`src/rtl/datapath_mc_if.sv`:
```
// Memory-side bus bundle for datapath_mc: instruction fetch and data access
// request/acknowledge handshakes.
//   imem_req/imem_addr   : fetch request and word address (core -> memory)
//   imem_rdata/imem_ack  : fetched instruction and its acknowledge (memory -> core)
//   dmem_req/dmem_we     : data request and write strobe (core -> memory)
//   dmem_addr/dmem_wdata : data address and store data (core -> memory)
//   dmem_rdata/dmem_ack  : load data and its acknowledge (memory -> core)
`timescale 1ns/1ps
interface datapath_mc_if;
    logic        imem_req;
    logic [31:0] imem_addr;
    logic [31:0] imem_rdata;
    logic        imem_ack;
    logic        dmem_req;
    logic        dmem_we;
    logic [31:0] dmem_addr;
    logic [31:0] dmem_wdata;
    logic [31:0] dmem_rdata;
    logic        dmem_ack;

    modport master (
        output imem_req, imem_addr,
        input  imem_rdata, imem_ack,
        output dmem_req, dmem_we, dmem_addr, dmem_wdata,
        input  dmem_rdata, dmem_ack
    );

    modport slave (
        input  imem_req, imem_addr,
        output imem_rdata, imem_ack,
        input  dmem_req, dmem_we, dmem_addr, dmem_wdata,
        output dmem_rdata, dmem_ack
    );
endinterface

```
`src/rtl/datapath_mc.sv`:
```
// Multi-cycle RV32I-style datapath. An external decoder looks at
// opcode/func3/func7 and returns the control strobes; this block owns the
// PC, IR, register file, ALU, branch compare and the sequencing FSM.
//
// Ports
//   clk, rst_n            : clock, asynchronous active-low reset
//   MemtoReg..bgeu        : decoded controls, valid in EX/MEM/WB
//   mem_read, mem_write   : instruction is a load / store
//   ALUctl                : 0 add, 1 sub, 2 and, 3 or, 4 xor, 5 slt,
//                           6 sltu, 7 sll, 8 srl, 9 sra (others add)
//   opcode, func3, func7  : IR fields for the decoder (func7 = IR[30])
//   mem                   : fetch/data handshake bundle (master side)
//   trap, trap_pc         : misaligned-target trap pulse and faulting PC
//   instret               : retired-instruction counter (wraps)
//
// state | meaning
// IDLE  | one idle cycle after reset
// FETCH | imem request at PC, wait for ack, load IR
// EX    | decode, ALU, branch compare, compute next PC
// MEM   | data request, wait for ack, latch load data
// WB    | register write, PC update, retire
// TRAP  | misaligned target: record PC, redirect to TRAP_PC
`timescale 1ns/1ps
module datapath_mc #(
    parameter logic [31:0] RESET_PC      = 32'h0000_0000,
    parameter logic [31:0] TRAP_PC       = 32'h0000_0100,
    parameter bit          MISALIGN_TRAP = 1'b1,
    parameter int          CNT_W         = 32
) (
    input  logic             clk,
    input  logic             rst_n,
    input  logic             MemtoReg,
    input  logic             ALUSrc,
    input  logic             RegWrite,
    input  logic             lui,
    input  logic             U_type,
    input  logic             jal,
    input  logic             jalr,
    input  logic             beq,
    input  logic             bne,
    input  logic             blt,
    input  logic             bge,
    input  logic             bltu,
    input  logic             bgeu,
    input  logic             mem_read,
    input  logic             mem_write,
    input  logic [3:0]       ALUctl,
    output logic [6:0]       opcode,
    output logic [2:0]       func3,
    output logic             func7,
    datapath_mc_if.master    mem,
    output logic             trap,
    output logic [31:0]      trap_pc,
    output logic [CNT_W-1:0] instret
);

    localparam logic [2:0] S_IDLE  = 3'd0;
    localparam logic [2:0] S_FETCH = 3'd1;
    localparam logic [2:0] S_EX    = 3'd2;
    localparam logic [2:0] S_MEM   = 3'd3;
    localparam logic [2:0] S_WB    = 3'd4;
    localparam logic [2:0] S_TRAP  = 3'd5;

    localparam logic [31:0]      IR_NOP  = 32'h0000_0013;
    localparam logic [CNT_W-1:0] CNT_ONE = {{(CNT_W-1){1'b0}}, 1'b1};

    logic [2:0]       state_q, state_d;
    logic [31:0]      pc_q, pc_d;
    logic [31:0]      ir_q, ir_d;
    logic [31:0]      alu_q, alu_d;
    logic [31:0]      rs2_q, rs2_d;
    logic [31:0]      pc4_q, pc4_d;
    logic [31:0]      pcimm_q, pcimm_d;
    logic [31:0]      npc_q, npc_d;
    logic             st_q, st_d;
    logic [31:0]      ld_q, ld_d;
    logic [31:0]      trap_pc_q, trap_pc_d;
    logic [CNT_W-1:0] instret_q, instret_d;

    logic [31:0] rf_q [32];

    logic [4:0]  rd, rs1_a, rs2_a;
    logic [31:0] rs1_v, rs2_v, imm, op_b, alu;
    logic [4:0]  shamt;
    logic        eq, slt, ult, taken;
    logic [31:0] pc4, pcimm, target, npc;
    logic        misaligned;
    logic        rf_we;
    logic [4:0]  rf_wa;
    logic [31:0] rf_wd;

    assign opcode = ir_q[6:0];
    assign func3  = ir_q[14:12];
    assign func7  = ir_q[30];
    assign rd     = ir_q[11:7];
    assign rs1_a  = ir_q[19:15];
    assign rs2_a  = ir_q[24:20];

    assign rs1_v = (rs1_a == 5'd0) ? 32'd0 : rf_q[rs1_a];
    assign rs2_v = (rs2_a == 5'd0) ? 32'd0 : rf_q[rs2_a];

    always_comb begin
        case (ir_q[6:0])
            7'b0010011, 7'b0000011, 7'b1100111:
                imm = {{20{ir_q[31]}}, ir_q[31:20]};
            7'b0100011:
                imm = {{20{ir_q[31]}}, ir_q[31:25], ir_q[11:7]};
            7'b1100011:
                imm = {{19{ir_q[31]}}, ir_q[31], ir_q[7], ir_q[30:25], ir_q[11:8], 1'b0};
            7'b0110111, 7'b0010111:
                imm = {ir_q[31:12], 12'd0};
            7'b1101111:
                imm = {{11{ir_q[31]}}, ir_q[31], ir_q[19:12], ir_q[20], ir_q[30:21], 1'b0};
            default:
                imm = 32'd0;
        endcase
    end

    assign op_b  = ALUSrc ? imm : rs2_v;
    assign shamt = op_b[4:0];

    always_comb begin
        case (ALUctl)
            4'd1:    alu = rs1_v - op_b;
            4'd2:    alu = rs1_v & op_b;
            4'd3:    alu = rs1_v | op_b;
            4'd4:    alu = rs1_v ^ op_b;
            4'd5:    alu = {31'd0, $signed(rs1_v) < $signed(op_b)};
            4'd6:    alu = {31'd0, rs1_v < op_b};
            4'd7:    alu = rs1_v << shamt;
            4'd8:    alu = rs1_v >> shamt;
            4'd9:    alu = $signed(rs1_v) >>> shamt;
            default: alu = rs1_v + op_b;
        endcase
    end

    // Branch compare always uses the two register operands, independent of ALUSrc.
    assign eq    = (rs1_v == rs2_v);
    assign slt   = ($signed(rs1_v) < $signed(rs2_v));
    assign ult   = (rs1_v < rs2_v);
    assign taken = jal | (beq & eq) | (bne & ~eq) | (blt & slt) | (bge & ~slt)
                 | (bltu & ult) | (bgeu & ~ult);

    assign pc4        = pc_q + 32'd4;
    assign pcimm      = pc_q + imm;
    assign target     = jalr ? {alu[31:1], 1'b0} : (taken ? pcimm : pc4);
    assign misaligned = (target[1:0] != 2'b00);
    // With the trap disabled the low bits are simply dropped.
    assign npc        = MISALIGN_TRAP ? target : {target[31:2], 2'b00};

    // st_q keeps stores out of the register file whatever RegWrite says.
    assign rf_we = (state_q == S_WB) && RegWrite && !st_q && (rd != 5'd0);
    assign rf_wa = rd;
    assign rf_wd = U_type ? (lui ? imm : pcimm_q)
                 : (jal | jalr) ? pc4_q
                 : MemtoReg ? ld_q : alu_q;

    always_ff @(posedge clk) begin
        if (rf_we) begin
            rf_q[rf_wa] <= rf_wd;
        end
    end

    always_comb begin
        state_d   = state_q;
        pc_d      = pc_q;
        ir_d      = ir_q;
        alu_d     = alu_q;
        rs2_d     = rs2_q;
        pc4_d     = pc4_q;
        pcimm_d   = pcimm_q;
        npc_d     = npc_q;
        st_d      = st_q;
        ld_d      = ld_q;
        trap_pc_d = trap_pc_q;
        instret_d = instret_q;
        case (state_q)
            S_IDLE: state_d = S_FETCH;
            S_FETCH: begin
                if (mem.imem_ack) begin
                    ir_d    = mem.imem_rdata;
                    state_d = S_EX;
                end
            end
            S_EX: begin
                alu_d   = alu;
                rs2_d   = rs2_v;
                pc4_d   = pc4;
                pcimm_d = pcimm;
                npc_d   = npc;
                st_d    = mem_write;
                if (MISALIGN_TRAP && misaligned) begin
                    trap_pc_d = pc_q;
                    state_d   = S_TRAP;
                end else if (mem_read || mem_write) begin
                    state_d = S_MEM;
                end else begin
                    state_d = S_WB;
                end
            end
            S_MEM: begin
                if (mem.dmem_ack) begin
                    ld_d    = mem.dmem_rdata;
                    state_d = S_WB;
                end
            end
            S_WB: begin
                pc_d      = npc_q;
                instret_d = instret_q + CNT_ONE;
                state_d   = S_FETCH;
            end
            S_TRAP: begin
                pc_d    = TRAP_PC;
                state_d = S_FETCH;
            end
            default: state_d = S_IDLE;
        endcase
    end

    always_ff @(posedge clk or negedge rst_n) begin
        if (!rst_n) begin
            state_q   <= S_IDLE;
            pc_q      <= RESET_PC;
            ir_q      <= IR_NOP;
            alu_q     <= 32'd0;
            rs2_q     <= 32'd0;
            pc4_q     <= 32'd0;
            pcimm_q   <= 32'd0;
            npc_q     <= 32'd0;
            st_q      <= 1'b0;
            ld_q      <= 32'd0;
            trap_pc_q <= 32'd0;
            instret_q <= '0;
        end else begin
            state_q   <= state_d;
            pc_q      <= pc_d;
            ir_q      <= ir_d;
            alu_q     <= alu_d;
            rs2_q     <= rs2_d;
            pc4_q     <= pc4_d;
            pcimm_q   <= pcimm_d;
            npc_q     <= npc_d;
            st_q      <= st_d;
            ld_q      <= ld_d;
            trap_pc_q <= trap_pc_d;
            instret_q <= instret_d;
        end
    end

    // Requests decode from state (and a state-time register) only, never from ack.
    assign mem.imem_req   = (state_q == S_FETCH);
    assign mem.imem_addr  = pc_q;
    assign mem.dmem_req   = (state_q == S_MEM);
    assign mem.dmem_we    = (state_q == S_MEM) && st_q;
    assign mem.dmem_addr  = alu_q;
    assign mem.dmem_wdata = rs2_q;

    assign trap    = (state_q == S_TRAP);
    assign trap_pc = trap_pc_q;
    assign instret = instret_q;

endmodule

```
`src/flat_wrapper.sv`:
```
// flat-port wrapper written by rule: the top's interface ports become plain ports
module datapath_mc_flat 
#(
    parameter logic [31:0] RESET_PC      = 32'h0000_0000,
    parameter logic [31:0] TRAP_PC       = 32'h0000_0100,
    parameter bit          MISALIGN_TRAP = 1'b1,
    parameter int          CNT_W         = 32
)
  (clk, rst_n, MemtoReg, ALUSrc, RegWrite, lui, U_type, jal, jalr, beq, bne, blt, bge, bltu, bgeu, mem_read, mem_write, ALUctl, opcode, func3, func7, trap, trap_pc, instret, mem_imem_req, mem_imem_addr, mem_imem_rdata, mem_imem_ack, mem_dmem_req, mem_dmem_we, mem_dmem_addr, mem_dmem_wdata, mem_dmem_rdata, mem_dmem_ack);
  datapath_mc_if mem_i ();
  input  logic clk;
  input  logic rst_n;
  input  logic MemtoReg;
  input  logic ALUSrc;
  input  logic RegWrite;
  input  logic lui;
  input  logic U_type;
  input  logic jal;
  input  logic jalr;
  input  logic beq;
  input  logic bne;
  input  logic blt;
  input  logic bge;
  input  logic bltu;
  input  logic bgeu;
  input  logic mem_read;
  input  logic mem_write;
  input  logic [3:0] ALUctl;
  output logic [6:0] opcode;
  output logic [2:0] func3;
  output logic func7;
  output logic trap;
  output logic [31:0] trap_pc;
  output logic [CNT_W-1:0] instret;
  output wire logic [$bits(mem_i.imem_req)-1:0] mem_imem_req;
  output wire logic [$bits(mem_i.imem_addr)-1:0] mem_imem_addr;
  input wire logic [$bits(mem_i.imem_rdata)-1:0] mem_imem_rdata;
  input wire logic [$bits(mem_i.imem_ack)-1:0] mem_imem_ack;
  output wire logic [$bits(mem_i.dmem_req)-1:0] mem_dmem_req;
  output wire logic [$bits(mem_i.dmem_we)-1:0] mem_dmem_we;
  output wire logic [$bits(mem_i.dmem_addr)-1:0] mem_dmem_addr;
  output wire logic [$bits(mem_i.dmem_wdata)-1:0] mem_dmem_wdata;
  input wire logic [$bits(mem_i.dmem_rdata)-1:0] mem_dmem_rdata;
  input wire logic [$bits(mem_i.dmem_ack)-1:0] mem_dmem_ack;
  assign mem_imem_req = mem_i.imem_req;
  assign mem_imem_addr = mem_i.imem_addr;
  assign mem_i.imem_rdata = mem_imem_rdata;
  assign mem_i.imem_ack = mem_imem_ack;
  assign mem_dmem_req = mem_i.dmem_req;
  assign mem_dmem_we = mem_i.dmem_we;
  assign mem_dmem_addr = mem_i.dmem_addr;
  assign mem_dmem_wdata = mem_i.dmem_wdata;
  assign mem_i.dmem_rdata = mem_dmem_rdata;
  assign mem_i.dmem_ack = mem_dmem_ack;
  datapath_mc #(.RESET_PC(RESET_PC), .TRAP_PC(TRAP_PC), .MISALIGN_TRAP(MISALIGN_TRAP), .CNT_W(CNT_W)) u_core (.clk(clk), .rst_n(rst_n), .MemtoReg(MemtoReg), .ALUSrc(ALUSrc), .RegWrite(RegWrite), .lui(lui), .U_type(U_type), .jal(jal), .jalr(jalr), .beq(beq), .bne(bne), .blt(blt), .bge(bge), .bltu(bltu), .bgeu(bgeu), .mem_read(mem_read), .mem_write(mem_write), .ALUctl(ALUctl), .opcode(opcode), .func3(func3), .func7(func7), .mem(mem_i), .trap(trap), .trap_pc(trap_pc), .instret(instret));
endmodule
```
`config.mk`:
```
export PLATFORM = sky130hd
export DESIGN_NAME = datapath_mc_flat
export DESIGN_NICKNAME = d
export VERILOG_FILES = /design/src/rtl/datapath_mc_if.sv /design/src/rtl/datapath_mc.sv /design/src/flat_wrapper.sv
export SDC_FILE = /design/constraint.sdc
export NUM_CORES = 2
export LEC_CHECK = 0
export BUFFER_PORTS_ARGS = -buffer_cell sky130_fd_sc_hd__buf_2
export CAP_MARGIN = 15
export CORE_MARGIN = 2
export CORE_UTILIZATION = 40
export CTS_BUF_LIST = sky130_fd_sc_hd__clkbuf_8
export DETAILED_ROUTE_END_ITERATION = 10
export PLACE_DENSITY = 0.6
export REMOVE_ABC_BUFFERS = 1
export SLEW_MARGIN = 0
export SYNTH_ARGS = -nofsm -noshare
export SYNTH_HDL_FRONTEND = slang
export SYNTH_SLANG_ARGS = --single-unit
```
`constraint.sdc`:
```
create_clock -name clk -period 9.2 [get_ports clk]
set_clock_uncertainty 0.1 [all_clocks]
set_input_delay 1.38 -clock clk [delete_from_list [all_inputs] [get_ports clk]]
set_output_delay 1.38 -clock clk [all_outputs]
set_load 0.05 [all_outputs]
```
After elaboration in Yosys (flattened, before gate mapping)
Memories as Yosys holds them, arrays and structs flattened.
Cells that the tools add are included.
{ "word_totals": {"out_inout_bits": 175, "input_bits": 87, "mem_count": 1, "wordCells": 107, "ram_bits": 1024, "reg_bits": 324} }
{ "op_classes": {"n_lt_le_gt_ge": 4, "reduce_logical": 19, "n_bitwise": 19, "n_mux": 19, "n_eq_ne": 25, "n_addsub": 5, "shifts": 3} }
{ "memory_table": {"columns": ["name", "words", "width", "rd", "rd_ports_with_merged_regs", "write_ports", "line_no", "source"], "rows": [
  ["u_core.rf_q", 32, 32, 2, 0, 1, "datapath_mc.sv:80", "logic [31:0] rf_q [32];"]
]} }
{ "op_table": {"columns": ["cell", "count"], "rows": [
  ["32-bit two-way mux", 9],
  ["32-bit case mux with 9 select lines", 1],
  ["32-bit case mux with 5 select lines", 1],
  ["32-bit less-than comparator", 4],
  ["32-bit adder", 2],
  ["32-bit case mux with 2 select lines", 1],
  ["32-bit by 1-bit adder with 32-bit output (second input constant)", 1],
  ["32-bit by 3-bit adder with 32-bit output (second input constant)", 1],
  ["32-bit bitwise AND", 1],
  ["32-bit equality test", 1],
  ["32-bit bitwise OR", 1],
  ["32-bit by 5-bit << shifter with 32-bit output", 1],
  ["32-bit by 5-bit >> shifter with 32-bit output", 1],
  ["32-bit by 5-bit >>> shifter with 32-bit output", 1],
  ["32-bit subtractor", 1],
  ["32-bit XOR", 1],
  ["7-bit equality test (second input constant)", 3],
  ["4-bit by 3-bit equality test with 1-bit output (second input constant)", 4],
  ["7-bit by 5-bit equality test with 1-bit output (second input constant)", 2],
  ["7-bit by 6-bit equality test with 1-bit output (second input constant)", 2],
  ["3-bit two-way mux", 4],
  ["3-bit case mux with 4 select lines", 1],
  ["5-bit logical NOT", 2],
  ["4-bit by 2-bit equality test with 1-bit output (second input constant)", 2],
  ["other kinds (20)", 46]
]} }

Depth between registers and ports, before layout
{ "depth": {"ltp_word": 15, "depth_mapped": 29, "depth_no_buf": 21} }

Worst setup path after synthesis
OpenSTA, ideal clock, no wires.
{ "synth_path": {"path_kind": "reg-to-reg", "startpoint": "register u_core.ir_q[20]", "endpoint": "register u_core.npc_q[28]", "required_time_ps": 8961, "period_less_slack_ps": 6535, "slack_ps": 2665, "setup_ps": 139, "path_buffers": 11, "stages_incl_launch_ff": 28, "t_arrival_ps": 6296, "cell_sequence": "dfrtp_1 -> buf_6 -> buf_12 -> buf_12 -> buf_6 -> buf_2 -> buf_2 -> buf_2 -> buf_2 -> buf_2 -> mux2i_1 -> o221ai_1 -> a221oi_1 -> or3_1 -> ha_1 -> nand4_1 -> nor3_1 -> inv_1 -> or4_1 -> nor4_1 -> mux2i_1 -> nand4b_1 -> nor3_1 -> buf_2 -> buf_1 -> mux2i_1 -> a22oi_1 -> o21ai_0"} }
{ "synth_via": {"elab_chain_len": 12, "word_cells_on_any_way": 35, "classes_between": "add/sub: 3; order compare: 2; eq/ne: 1; shift: 3; mux: 6; bitwise: 18; reduce/logical: 1; memory: 1"} }
{ "synth_rtl": {"columns": ["element", "line_no", "source"], "rows": [
  ["start, declared", "datapath_mc.sv:69", "logic [31:0] ir_q, ir_d;"],
  ["start signal, assigned", "datapath_mc.sv:237", "ir_q <= ir_d;"],
  ["parallel branches: the longest is 11 deep, another holds memory 32 x 32 bit", null, null],
  ["32-bit two-way mux *", "datapath_mc.sv:146", "assign target = jalr ? {alu[31:1], 1'b0} : (taken ? pcimm : pc4);"],
  ["end signal, assigned", "datapath_mc.sv:242", "npc_q <= npc_d;"],
  ["end, declared", "datapath_mc.sv:74", "logic [31:0] npc_q, npc_d;"]
]} }
Every way passes the cells marked *.
A chain may end at the register's enable or synchronous reset.

Worst setup path after layout
{ "layout_path": {"startpoint": "register u_core.ir_q[21]", "endpoint": "register u_core.trap_pc_q[11], in the netlist u_core.trap_pc[11]"} }
{ "layout_via": {"elab_chain_len": 14, "word_cells_on_any_way": 37, "classes_between": "add/sub: 3; order compare: 2; eq/ne: 1; shift: 3; mux: 6; bitwise: 18; reduce/logical: 3; memory: 1"} }
{ "layout_rtl": {"columns": ["element", "line_no", "source"], "rows": [
  ["parallel branches: the longest is 11 deep, another holds memory 32 x 32 bit", null, null],
  ["32-bit two-way mux *", "datapath_mc.sv:146", null],
  ["2-bit nonzero test *", "datapath_mc.sv:147", "assign misaligned = (target[1:0] != 2'b00);"],
  ["2-bit AND reduction (no source line) *", null, null],
  ["end signal, assigned", "datapath_mc.sv:245", "trap_pc_q <= trap_pc_d;"],
  ["end, declared", "datapath_mc.sv:77", "logic [31:0] trap_pc_q, trap_pc_d;"]
]} }
Marked as above.

==> results.md <==
* Clock sink count at 1,348
* Tmin final at a little over 8 ns
* Most instantiated library cell after synthesis: edfxtp_1
* Top_reg_cell synth: edfxtp_1
* DP HPWL at around 190,000 µm
* Clk pin slew, worst setup/hold paths at 0.06 ns
* YS warnings at 0
* Pwr per Cell Area at roughly 420 mW/mm²
* Clk Latency, worst-skew pair at approximately 1.0 ns
* Worst r2r path cells at 15
* Crit-path slowest cell: dfrtp_4
* Post-CTS Setup Inserts at 0
* Post-CTS Resized at 0
* Crit path DAT at around 9 ns
* Yosys top cell by area: edfxtp_1
* Slew HR at approximately 16%
* # IOs at 262
* # H-tree levels at 4
* Root Buffer: clkbuf_8
* Flop-to-flop setup slack at 1.09 ns
* Hold buffer count at CTS at 0
* Measured slew at the worst slew-check pin at roughly 1.3 ns
* Post-synth top cells: 1,024 x edfxtp_1, 500 x nand2_1, 414 x mux4_2, 407 x mux2i_1, 322 x o21ai_0
* TritonCTS clock tree: built
* Number of antenna violations at the first check in global routing at 6
* Antenna Nets Post-Route at 0
* Synthesized-area fraction occupied by xor and xnor cells at under 10%
* Maximum vdd drop at approximately 0.00032 V
* Vias in the first global route at 53,600
* Max reg flops at around 1,000
* Fraction of registers with async set/reset at between 20% and 30%
* Fmax at 0.123 GHz
* Drt wl/cell at 33.2 µm
* Most flops, register: u_core.rf_q
* Max stage delay on crit path at around 0.84 ns
* Sequence of cells on the critical path: or3_2, or3_1, o211ai_1, ha_1, nand4_1, nor3_1, inv_1, or4_1, nor4_1, mux2i_1, nand4b_1, o311a_1, o32ai_2, nand2_4, mux2_4
* Crit Reg-Reg Startpoint: u_core.ir_q[21]
* Post-synthesis sequential area ratio at between 50% and 60%
* Number of vias in the routed layout at 55,100
* DR DRC count at 0
* Final wirelength at 285,000 µm
* Pin count of the biggest net entering global routing at 165
* Synth Instances at about 5,600
* Final Max Tran Viols at 0
* Post-synthesis cell area at around 0.075 mm²
* CTS Buffer Depth at 3
* Layout cells sized above 1 at 25.3%
* Final nets at a little over 6,000
* Die Span X at about 440 µm
* Worst reg2reg path endpoint: u_core.trap_pc[11]
* First-pass GRT wire length at around 400,000 µm
* Final period util at 88.2%
* Core area at 0.186 mm²
* WP data required at 9.98 ns
* Area growth from synthesis to layout at 11.9%
* Synth Register Bits at around 1,300
* Crit end category: register
* TritonCTS Buffers at about 220
* Mux cell area share after synthesis at around 22%
* Hold WC Path Type: in2async
* Final setup fails at 0
* Final core utilization at between 40% and 50%
* Final Power at 0.0356 W
* CP Max Fanout at 33
* Port-buffer cells at approximately 260
* Adder-Cell Fraction of Synth Area at 2.79%
* Hold WS at 0.235 ns
* Final hold viol count at 0
* Max-Cap Viols at 0
* Top cells by area, synth: edfxtp_1 41%, mux4_2 12%, dfrtp_1 11%
* Drt pass-1 iters at 6
* Cell leakage power at about 32 nW
* Vias per inst at 6.41
* Synth Area in Compound Gates at 10.6%
* Critical path class: reg2reg
* Starting Density at between 40% and 50%
* Die Area at approximately 0.19 mm²
* Num rows at around 160
* Status: finished clean
* Synth top area share at roughly 40%
* Post-synth EDFFs at between 1,000 and 1,500
* Synth unique cells at 126
* Die height at about 440 µm
* Placer Congestion at 1.04
* Simple-gate share of the synthesized area at approximately 7.7%
* Gr ovfl total at 0
* Largest family of logic cells by synthesized area: multiplexers
* Fill count at around 17,000
* RSZ-0062 raised after global routing: no
* Global Route Usage Sum at 29.3%
* Avg Cell Area, Syn at 13.3 µm²
* DR iter-0 viols at 7,343
* CP startpoint kind: register
==> layout by cell type, fill, tap and decap left out, types with 33 or more instances in the layout <==
master and count:
edfxtp_1 1024, nand2_1 499, mux4_2 414, mux2i_1 400
dfrtp_1 312, o21ai_0 303, buf_2 259, clkbuf_8 256
a21oi_1 235, nor2_1 229, inv_1 185, buf_4 177
ha_1 162, mux2_2 141, nand3_1 104, a22oi_1 91
a21o_1 63, xnor2_1 61, nor3_1 58, o211ai_1 51
xor2_1 48, a221oi_1 47, o22ai_1 43, a211oi_1 41
and2_1 39, clkinv_1 37, nor2b_1 33, clkinv_2 33
==> through the flow <==
stage                     instance area, µm²  setup slack, ns  setup TNS (ns)  instances
final                                  83800             1.09               0       8588
after global routing                   83800            0.953               0       8584
after CTS                              83700             1.30               0       8580
after detailed placement               79000             1.30               0       8158
after global placement                 78900             1.41               0       8157
after floorplan                        72400           -10.42        -1463.84       5227
==> report_power, final <==
| group | internal [W] | leakage [nW] | switching (W) |
|---|---|---|---|
| clock | 0.00299 | 2.66 | 0.00261 |
| combinational | 0.00741 | 15.5 | 0.0141 |
| sequential | 0.00749 | 13.6 | 0.000972 |
| total | 0.0179 | 31.7 | 0.0177 |
==> routing by layer <==
layer	vias to the layer above	share of wire (%)	global-route usage (%)
met2	3619	46	46.5
met4	2	6.6	16.8
met1	28100	38	37.3
met5	-	0.0039	0
li1	22600	-	-
met3	788	9.7	6.04
==> cell type report <==
| cell class | count | area (µm²) | share of cell area, % |
|---|---|---|---|
| clock buffer | 256 | 3520 | 4.21 |
| inverter | 139 | 531 | 0.633 |
| tap | 2480 | 3100 | 3.70 |
| clock inverter | 166 | 1210 | 1.44 |
| sequential | 1348 | 38900 | 46.4 |
| antenna | 5 | 12.5 | 0.0149 |
| multi-input combinational | 3740 | 33500 | 40.0 |
| timing repair buffer | 454 | 2970 | 3.54 |
==> how the worst max path moves through the flow <==
stage | to | depth (start not counted) | startpoint | slack [ns]
finish | u_core.trap_pc[11] | 15 | u_core.ir_q[21] | 1.09
global route | u_core.mem.dmem_addr[28] | 23 | u_core.ir_q[21] | 0.95
CTS | u_core.mem.dmem_addr[28] | 23 | u_core.ir_q[21] | 1.30
detailed placement | u_core.trap_pc[30] | 17 | u_core.ir_q[16] | 1.30
global placement | u_core.trap_pc[24] | 17 | u_core.ir_q[15] | 1.41
floorplan | u_core.npc_q[26] | 14 | u_core.ir_q[20] | -10.42
==> critical path: cells and delay by family (launching register included) <==
family	cells	cell delay (ns)
and+or+nand+nor	8	4.16
AOI/OAI and AO/OA	3	1.28
DFF	1	0.84
muxes	2	0.68
adders and majority gates	1	0.67
buffers and inverters	1	0.18
==> cells by family after synthesis <==
family / count (synthesis)
DFF: 1348
and+or+nand+nor: 1222
other: 1
AOI/OAI and AO/OA: 1191
xor gates and xnor gates: 109
buffers and inverters: 552
adders and majority gates: 165
muxes: 1021
Note: power is estimated with default switching activity, not from simulation.
